$ cat config.mk
export PLATFORM = sky130hd
export DESIGN_NAME = ps2_host_tx
export DESIGN_NICKNAME = d
export VERILOG_FILES = /design/src/rtl/z88_ps2_pkg.sv /design/src/rtl/ps2_sync.sv /design/src/rtl/ps2_host_tx.sv
export SDC_FILE = /design/constraint.sdc
export NUM_CORES = 1
export LEC_CHECK = 0
export ABC_AREA = 0
export CORE_MARGIN = 10
export CORE_UTILIZATION = 25
export CTS_CLUSTER_SIZE = 24
export DETAILED_ROUTE_END_ITERATION = 6
export GPL_TIMING_DRIVEN = 0
export MAX_ROUTING_LAYER = met4
export PLACE_DENSITY = 0.52
export SETUP_SLACK_MARGIN = 0.2
export SLEW_MARGIN = 20
export SYNTH_ARGS = -nofsm -noshare
export SYNTH_HDL_FRONTEND = slang
export SYNTH_SLANG_ARGS = --single-unit
$ cat constraint.sdc
create_clock -name clk -period 2.4 [get_ports clk]
set_clock_uncertainty 0.1 [all_clocks]
set_input_delay 0.6 -clock clk [delete_from_list [all_inputs] [get_ports clk]]
set_output_delay 0.6 -clock clk [all_outputs]
set_load 0.05 [all_outputs]
$ cat src/rtl/z88_ps2_pkg.sv
// z88_ps2_pkg: shared PS/2 state encoding, default timing and parity helper
// Rev 1.0 - initial release
`default_nettype none

package z88_ps2_pkg;

  typedef enum logic [2:0] {
    IDLE      = 3'd0,
    INHIBIT   = 3'd1,
    START     = 3'd2,
    SEND      = 3'd3,
    ACK       = 3'd4,
    WAIT_IDLE = 3'd5
  } ps2_state_e;

  // 100 us inhibit and 15 ms edge timeout at a 20 MHz system clock
  localparam int unsigned PS2_INHIBIT_CYC = 2000;
  localparam int unsigned PS2_TIMEOUT_CYC = 300000;

  function automatic logic odd_parity(input logic [7:0] i_d);
    return ~^i_d;
  endfunction

endpackage

`default_nettype wire

$ cat src/rtl/ps2_sync.sv
// ps2_sync: 2-flop synchronizer for the PS/2 lines plus clock falling-edge detect
// Rev 1.0 - initial release
`default_nettype none

module ps2_sync (
  input  logic clk,
  input  logic reset_n,
  input  logic i_ps2clk,
  input  logic i_ps2dat,
  output logic o_clk,
  output logic o_dat,
  output logic o_fall
);

  logic [1:0] r_clk_sync;
  logic [1:0] r_dat_sync;
  logic       r_clk_prev;

  // Idle bus level is high, so flops reset to 1 to avoid a spurious edge
  always_ff @(posedge clk) begin
    if (!reset_n) begin
      r_clk_sync <= 2'b11;
      r_dat_sync <= 2'b11;
      r_clk_prev <= 1'b1;
    end else begin
      r_clk_sync <= {r_clk_sync[0], i_ps2clk};
      r_dat_sync <= {r_dat_sync[0], i_ps2dat};
      r_clk_prev <= r_clk_sync[1];
    end
  end

  assign o_clk  = r_clk_sync[1];
  assign o_dat  = r_dat_sync[1];
  assign o_fall = r_clk_prev & ~r_clk_sync[1];

endmodule

`default_nettype wire

$ cat src/rtl/ps2_host_tx.sv
// ps2_host_tx: PS/2 host-to-device byte transmitter (inhibit, start, 8 data, odd parity, stop, ack)
// Rev 1.0 - initial release
`default_nettype none

module ps2_host_tx
  import z88_ps2_pkg::*;
#(
  parameter int unsigned INHIBIT_CYC = PS2_INHIBIT_CYC,
  parameter int unsigned TIMEOUT_CYC = PS2_TIMEOUT_CYC
) (
  input  logic       clk,
  input  logic       reset_n,
  input  logic [7:0] tx_data,
  input  logic       tx_valid,
  output logic       tx_ready,
  input  logic       ps2clk,
  input  logic       ps2dat,
  output logic       ps2clk_oe,
  output logic       ps2dat_oe,
  output logic       busy,
  output logic       done,
  output logic       err
);

  localparam int unsigned CNT_MAX = (INHIBIT_CYC > TIMEOUT_CYC) ? INHIBIT_CYC : TIMEOUT_CYC;
  localparam int CNT_W = $clog2(CNT_MAX + 1);
  localparam logic [CNT_W-1:0] INH_LAST = CNT_W'(INHIBIT_CYC - 1);
  localparam logic [CNT_W-1:0] TMO_LAST = CNT_W'(TIMEOUT_CYC - 1);

  ps2_state_e       r_state, w_state;
  logic [7:0]       r_data, w_data;
  logic             r_parity, w_parity;
  logic [3:0]       r_bit, w_bit;
  logic [CNT_W-1:0] r_cnt, w_cnt;
  logic             r_dat_oe, w_dat_oe;
  logic             r_done, w_done;
  logic             r_err, w_err;

  logic w_clk_s, w_dat_s, w_fall, w_tmo;

  ps2_sync u_sync (
    .clk      (clk),
    .reset_n  (reset_n),
    .i_ps2clk (ps2clk),
    .i_ps2dat (ps2dat),
    .o_clk    (w_clk_s),
    .o_dat    (w_dat_s),
    .o_fall   (w_fall)
  );

  assign w_tmo = ((r_state == SEND) || (r_state == ACK) || (r_state == WAIT_IDLE))
               && !w_fall && (r_cnt == TMO_LAST);

  always_comb begin
    w_state  = r_state;
    w_data   = r_data;
    w_parity = r_parity;
    w_bit    = r_bit;
    w_cnt    = r_cnt;
    w_dat_oe = r_dat_oe;
    w_done   = 1'b0;
    w_err    = 1'b0;
    case (r_state)
      IDLE: begin
        if (tx_valid) begin
          w_data   = tx_data;
          w_parity = odd_parity(tx_data);
          w_cnt    = '0;
          w_state  = INHIBIT;
        end
      end
      INHIBIT: begin
        if (r_cnt == INH_LAST) begin
          w_dat_oe = 1'b1;
          w_state  = START;
        end else begin
          w_cnt = r_cnt + 1'b1;
        end
      end
      START: begin
        w_cnt   = '0;
        w_bit   = '0;
        w_state = SEND;
      end
      SEND: begin
        if (w_fall) begin
          // r_bit is the number of edges already seen, i.e. the data bit to present now
          w_cnt = '0;
          w_bit = r_bit + 4'd1;
          if (r_bit < 4'd8) begin
            w_dat_oe = ~r_data[r_bit[2:0]];
          end else if (r_bit == 4'd8) begin
            w_dat_oe = ~r_parity;
          end else begin
            w_dat_oe = 1'b0;
            w_state  = ACK;
          end
        end else begin
          w_cnt = r_cnt + 1'b1;
        end
      end
      ACK: begin
        if (w_fall) begin
          w_cnt = '0;
          if (!w_dat_s) begin
            w_state = WAIT_IDLE;
          end else begin
            w_err   = 1'b1;
            w_bit   = '0;
            w_state = IDLE;
          end
        end else begin
          w_cnt = r_cnt + 1'b1;
        end
      end
      WAIT_IDLE: begin
        if (w_clk_s && w_dat_s) begin
          w_done  = 1'b1;
          w_bit   = '0;
          w_state = IDLE;
        end else if (w_fall) begin
          w_cnt = '0;
        end else begin
          w_cnt = r_cnt + 1'b1;
        end
      end
      default: begin
        w_state = IDLE;
      end
    endcase
    if (w_tmo) begin
      w_done   = 1'b0;
      w_err    = 1'b1;
      w_dat_oe = 1'b0;
      w_bit    = '0;
      w_state  = IDLE;
    end
  end

  always_ff @(posedge clk) begin
    if (!reset_n) begin
      r_state  <= IDLE;
      r_data   <= '0;
      r_parity <= 1'b0;
      r_bit    <= '0;
      r_cnt    <= '0;
      r_dat_oe <= 1'b0;
      r_done   <= 1'b0;
      r_err    <= 1'b0;
    end else begin
      r_state  <= w_state;
      r_data   <= w_data;
      r_parity <= w_parity;
      r_bit    <= w_bit;
      r_cnt    <= w_cnt;
      r_dat_oe <= w_dat_oe;
      r_done   <= w_done;
      r_err    <= w_err;
    end
  end

  assign tx_ready  = (r_state == IDLE);
  assign busy      = (r_state != IDLE);
  assign ps2clk_oe = (r_state == INHIBIT) || (r_state == START);
  assign ps2dat_oe = r_dat_oe;
  assign done      = r_done;
  assign err       = r_err;

endmodule

`default_nettype wire

==> results of run 1 <==
## power by group through the flow
stage / clock, mW / sequential [mW] / combinational (mW)
after floorplan: 0 / 0.810 / 0.531
after global placement: 0 / 0.821 / 0.707
after detailed placement: 0 / 0.821 / 0.714
after CTS: 0.699 / 0.807 / 0.742
after global routing: 0.730 / 0.822 / 0.882
final: 0.686 / 0.812 / 0.814
## worst paths after layout
check        slack (ps)              endpoint  cells past startpoint                  from
max                 150            r_state[0]                      6             r_cnt[11]
min                 310  u_sync.r_clk_sync[1]                      1  u_sync.r_clk_sync[0]
max reg2reg         150            r_state[0]                      6             r_cnt[11]
min reg2reg         310  u_sync.r_clk_sync[1]                      1  u_sync.r_clk_sync[0]
## stage by stage
stage          hold WS (ps)  util, %  setup WS [ps]  power, mW
6_report              311.2    34.61          147.4      2.312
4_1_cts               313.7    32.47          118.1      2.248
5_1_grt               338.6    34.61          78.23      2.434
3_5_place_dp          290.9    29.25         -458.8      1.535
3_3_place_gp          289.7    29.25         -477.8      1.529
2_1_floorplan         286.3        -          203.9      1.341
## layout make-up
cell class | count | area (sq um)
flip-flops and latches | 43 | 867.1
clock inverters | 3 | 67.56
inverters | 8 | 30.03
well taps | 108 | 135.1
plain buffers | 10 | 71.32
clock buffers | 5 | 68.82
multi-input cells | 210 | 1455
fillers | 889 | 5703
repair buffers | 32 | 322.8
## critical path: stages, from the launching register on
cell,delay (ps)
dfxtp_2,340
or4b_4,530
or4_4,510
buf_12,180
o21ai_4,260
a211o_1,160
o31ai_2,60
## sequential cells by signal, indices dropped and copies added, names as in the netlist
| name | cells |
|---|---|
| r_data | 8 |
| r_state | 3 |
| ps2dat_oe | 1 |
| u_sync.r_clk_sync | 2 |
| u_sync.r_dat_sync | 2 |
| r_cnt | 19 |
| r_parity | 1 |
| r_bit | 4 |
| done | 1 |
| err | 1 |
| u_sync.r_clk_prev | 1 |
## kinds of logic after synthesis
family / Yosys count / synth area share [%]
adder cells (fa/ha/maj): 3 / 1.682
AND/OR/NAND/NOR: 117 / 26.57
AO/OA/AOI/OAI: 71 / 21.41
buffers and inverters: 18 / 3.419
XOR/XNOR: 15 / 5.886
flip-flops: 43 / 38.57
multiplexers: 3 / 2.466
## metal layers
metal | vias up | GRT usage, % | part of all wire, %
li1 | 1054 | - | -
met1 | 996 | 11.31 | 49
met2 | 26 | 13.78 | 47
met3 | 7 | 1.572 | 2.5
met4 | 0 | 3.258 | 1.4
met5 | - | - | 0
## repair_timing
item                                    CTS  global route
cloned                                    1             1
setup buffers                             7             7
endpoints found under the setup margin   31            27
pin swaps                                 8            17
gates resized for setup                  34            35
## cell usage in the layout (no fill, tap or decap), types with 2 or more instances in the layout
cell type	instances
and2_1	2
inv_1	8
mux4_2	2
nand3_1	9
xor2_1	7
dfxtp_1	38
clkdlybuf4s50_1	13
a21oi_1	24
clkbuf_1	3
clkbuf_8	5
a221oi_2	2
nand2_1	36
ha_1	3
buf_2	2
and3_1	3
clkbuf_4	2
o22ai_1	2
buf_6	4
xnor2_1	8
nand2b_1	11
o21ai_0	13
o211ai_1	4
nor4_1	2
o211ai_4	3
bufinv_16	2
buf_12	2
a21oi_2	4
or4_1	2
o21ai_4	4
nor2b_1	2
nor2_1	18
dfxtp_2	5
or3_1	10
nand4_1	7
nand3b_1	2
nor3_1	2
o21ai_1	2
buf_4	13
==> impl_metrics.json, run 1 <==
{
  "maxCapViolations": 0,
  "fin_crit_sh_pct": 93.86,
  "final.min_clock_period_ps": 2253,
  "grt_max_degree": 15,
  "synth_edf_count": 0,
  "switchingPower_uw": 819.7,
  "clkLatencyLatePin_ps": 300,
  "antennaDiodeCount": 0,
  "final_area_sq_um": 3018,
  "critical_path_class": "reg2reg",
  "start_util_pct": 25.60,
  "num_io_pins": 19,
  "yosys-top-cells-area": "dfxtp_1, nand2_1, a21oi_1",
  "cts_hold_buf": 0,
  "rsz0062_at_grt": "yes",
  "synthArstFlopShare_pct": 0,
  "die_area_sq_um": 13110,
  "place_congestion": 0.8017,
  "drive_gt1_share_pct": 22.19,
  "p_leak_nw": 1.037,
  "synth_fp_nets": 286,
  "cp_data_arrival_time_ps": 2340,
  "cp-end-kind": "flip-flop",
  "syn2layout_area_growth_pct": 35.20,
  "cts_root_buf": "clkbuf_8",
  "yosysWarnings": 0,
  "ys_ff_latch": 43,
  "outcome": "complete, no violations",
  "clockPowerShare_pct": 29.7,
  "worst_pin_slew_ps": 568.4,
  "final_cells": 419,
  "grt_pass1_wl_um": 9356,
  "yosysMostFrequentCell": "dfxtp_1",
  "htree_num_levels": 2,
  "fp-row-count": 34,
  "hold_viol": 0,
  "netlist_area_sq_um": 2232,
  "cts_sinks": 43,
  "ant_nets": 0,
  "synthCells": 270,
  "slew_violations": 0,
  "p_int_mw": 1.492,
  "fmax_mhz": 443.9,
  "ys_seq_area_share_pct": 38.57,
  "antenna_found_initial": 0,
  "seqPwrFrac_pct": 35.1,
  "synth.distinct_cells": 50,
  "clk_path_buf_depth": 2,
  "cts_made_buffers": 5,
  "critPathRequiredTime_ps": 2490,
  "min_path_type": "reg2reg",
  "dpl.cell_count": 395,
  "drc": 0,
  "fin_nets": 326,
  "setup_viol": 0,
  "dr.pass1.iters": 4,
  "vias_per_cell": 4.971,
  "share_comb_of_total_power_pct": 35.2,
  "tns_ps": 0,
  "slew_headroom_pct": 62.04,
  "routed_wl_um": 5807,
  "fp.dieW_um": 114.5,
  "hpwl_um": 4031,
  "grt-ovfl-total": 0,
  "core_sq_um": 8721,
  "io_buffer_count": 17,
  "synth.avg_cell_area_sq_um": 8.267,
  "drt_iter0_markers": 115,
  "power.density_nw_per_um2": 766.0,
  "grt_pass1_vias": 1940,
  "vdd_drop_max_mv": 0.2901,
  "synth_top_area_share_pct": 38.57,
  "swShare_pct": 35.46,
  "clk_pin_slew_worst_paths_ps": 90,
  "die_y_um": 114.5,
  "vias": 2083,
  "startpoint_type": "flip-flop",
  "wl_per_cell_um": 13.86,
  "synth_top_cell_by_area": "dfxtp_1",
  "placed_area_sq_um": 2551,
  "worstPathMaxFanout": 7,
  "synth_ff_type": "dfxtp_1",
  "cts_tree": "built",
  "grtUsageTotal_pct": 8.902,
  "synthTopCellsByCount": "dfxtp_1, nand2_1, a21oi_1"
}
No activity file was read; power rests on OpenSTA's default activity.
==> run 2, diff against run 1 <==
CORE_MARGIN = 2   (was 10)
==> impl_metrics.json, run 2 (synthesized netlist as in run 1, its figures left out) <==
{
  "grt_max_degree": 13,
  "seqPwrFrac_pct": 40.2,
  "slew_headroom_pct": 65.12,
  "start_util_pct": 25.72,
  "cts_tree": "built",
  "hpwl_um": 3857,
  "antennaDiodeCount": 0,
  "outcome": "complete, no violations",
  "reg_top3": "r_cnt x19, r_data x8, r_bit x4",
  "crit_path_start": "r_cnt[11]",
  "r2r-start": "r_cnt[11]",
  "fp.dieW_um": 98.49,
  "die_area_sq_um": 9700,
  "hp-start": "u_sync.r_clk_sync[0]",
  "max_stage_delay_ps": 510,
  "cts_sinks": 43,
  "grt.met3_usage_pct": 1.560,
  "worstPathMaxFanout": 10,
  "maxCapViolations": 0,
  "worst_pin_slew_ps": 521.6,
  "fin_crit_sh_pct": 91.57,
  "grt_pass1_wl_um": 9252,
  "fin_nets": 316,
  "cts_made_buffers": 5,
  "dr.pass1.iters": 4,
  "io_buffer_count": 17,
  "clockPowerShare_pct": 22.0,
  "cp-end-kind": "flip-flop",
  "clk_path_buf_depth": 2,
  "busiest_layer": "met2",
  "core_sq_um": 8678,
  "place_congestion": 0.8138,
  "setup_viol": 0,
  "ant_nets": 0,
  "use_met1_pct": 15.63,
  "vias_per_cell": 4.968,
  "num_io_pins": 19,
  "finalPower_mw": 2.028,
  "hold_viol": 0,
  "power.density_nw_per_um2": 737.0,
  "cts_root_buf": "clkbuf_8",
  "antenna_found_initial": 0,
  "drive_gt1_share_pct": 15.95,
  "grt_pass1_vias": 1951,
  "placed_area_sq_um": 2551,
  "wl_per_cell_um": 13.37,
  "switchingPower_uw": 767.8,
  "vdd_drop_max_mv": 0.2545,
  "rsz0062_at_grt": "yes",
  "vias": 2032,
  "cts_hold_buf": 0,
  "clkLatencyLatePin_ps": 290,
  "htree_num_levels": 2,
  "final_area_sq_um": 2751,
  "slowest_stage": "or4b_1",
  "largest_register_ffs": 19,
  "critical_path_class": "reg2reg",
  "grtUsageTotal_pct": 11.84,
  "critPathRequiredTime_ps": 2470,
  "largest-register": "r_cnt",
  "p_leak_nw": 0.9192,
  "syn2layout_area_growth_pct": 23.26,
  "cpLargestDelayFamily": "simple AND/OR/NAND/NOR gates",
  "p_int_mw": 1.260,
  "routed_wl_um": 5467,
  "drt_iter0_markers": 112,
  "fp-row-count": 34,
  "final.min_clock_period_ps": 2198,
  "swShare_pct": 37.87,
  "layout_common_cells": "nand2_1, dfxtp_1, a21oi_1, nor2_1, o21ai_0",
  "cp_data_arrival_time_ps": 2270,
  "fmax_mhz": 455.0,
  "worstPathCellList": "or4b_1 -> or4_4 -> buf_12 -> o21ai_4 -> buf_6 -> a21oi_1",
  "tns_ps": 0,
  "slew_violations": 0,
  "whs_ps": 311.8,
  "met2_usage_pct": 18.79,
  "cp_num_buf_inv": 2,
  "clk_pin_slew_worst_paths_ps": 80,
  "share_comb_of_total_power_pct": 37.8,
  "min_path_type": "reg2reg",
  "drc": 0,
  "die_y_um": 98.49,
  "startpoint_type": "flip-flop",
  "grt-ovfl-total": 0
}
==> run 2: final cells by class <==
type,count,area (sq um)
Multi-Input combinational cell,209,1346
Sequential cell,43,870.8
Clock buffer,7,76.32
Timing Repair Buffer,23,212.7
Fill cell,943,5927
Clock inverter,1,5.005
Inverter,8,30.03
Buffer,10,75.07
Tap cell,108,135.1
==> run 2: layer usage <==
layer / vias up / part of all wire (%)
li1: 1031 / -
met1: 973 / 51
met2: 26 / 47
met3: 2 / 1.7
met4: 0 / 1.0
met5: - / 0
==> run 2: power groups by stage <==
stage / registers [mW] / clock network (mW) / logic [mW]
finish: 0.815 / 0.446 / 0.766
detailed placement: 0.820 / 0 / 0.715
global placement: 0.822 / 0 / 0.704
CTS: 0.811 / 0.462 / 0.732
global route: 0.821 / 0.494 / 0.840
floorplan: 0.810 / 0 / 0.531
==> run 2: worst paths after layout <==
path	slack (ps)	endpoint	cells past startpoint
max	200	r_bit[3]	6
min	310	u_sync.r_clk_sync[1]	1
max reg2reg	200	r_bit[3]	6
min reg2reg	310	u_sync.r_clk_sync[1]	1
==> run 2: stage by stage <==
stage / utilization [%] / std cells / setup slack [ps]
2_1_floorplan: - / 270 / 203.9
3_3_place_gp: 29.40 / 395 / -466.9
3_5_place_dp: 29.40 / 395 / -500.8
4_1_cts: 31.06 / 407 / 133.4
5_1_grt: 31.70 / 409 / 129.2
6_report: 31.70 / 409 / 202.4
==> run 2: repair_timing <==
item,CTS,global route
resized for setup,34,13
pin swaps,5,3
setup buffers,4,2
endpoints found under the setup margin,31,26
==> run 2: worst register-to-register path, delay by kind of cell (launching register included) <==
family | cells | cell delay (ps)
AO/OA/AOI/OAI | 2 | 300
buffers and inverters | 2 | 350
flip-flops | 1 | 340
AND/OR/NAND/NOR | 2 | 990
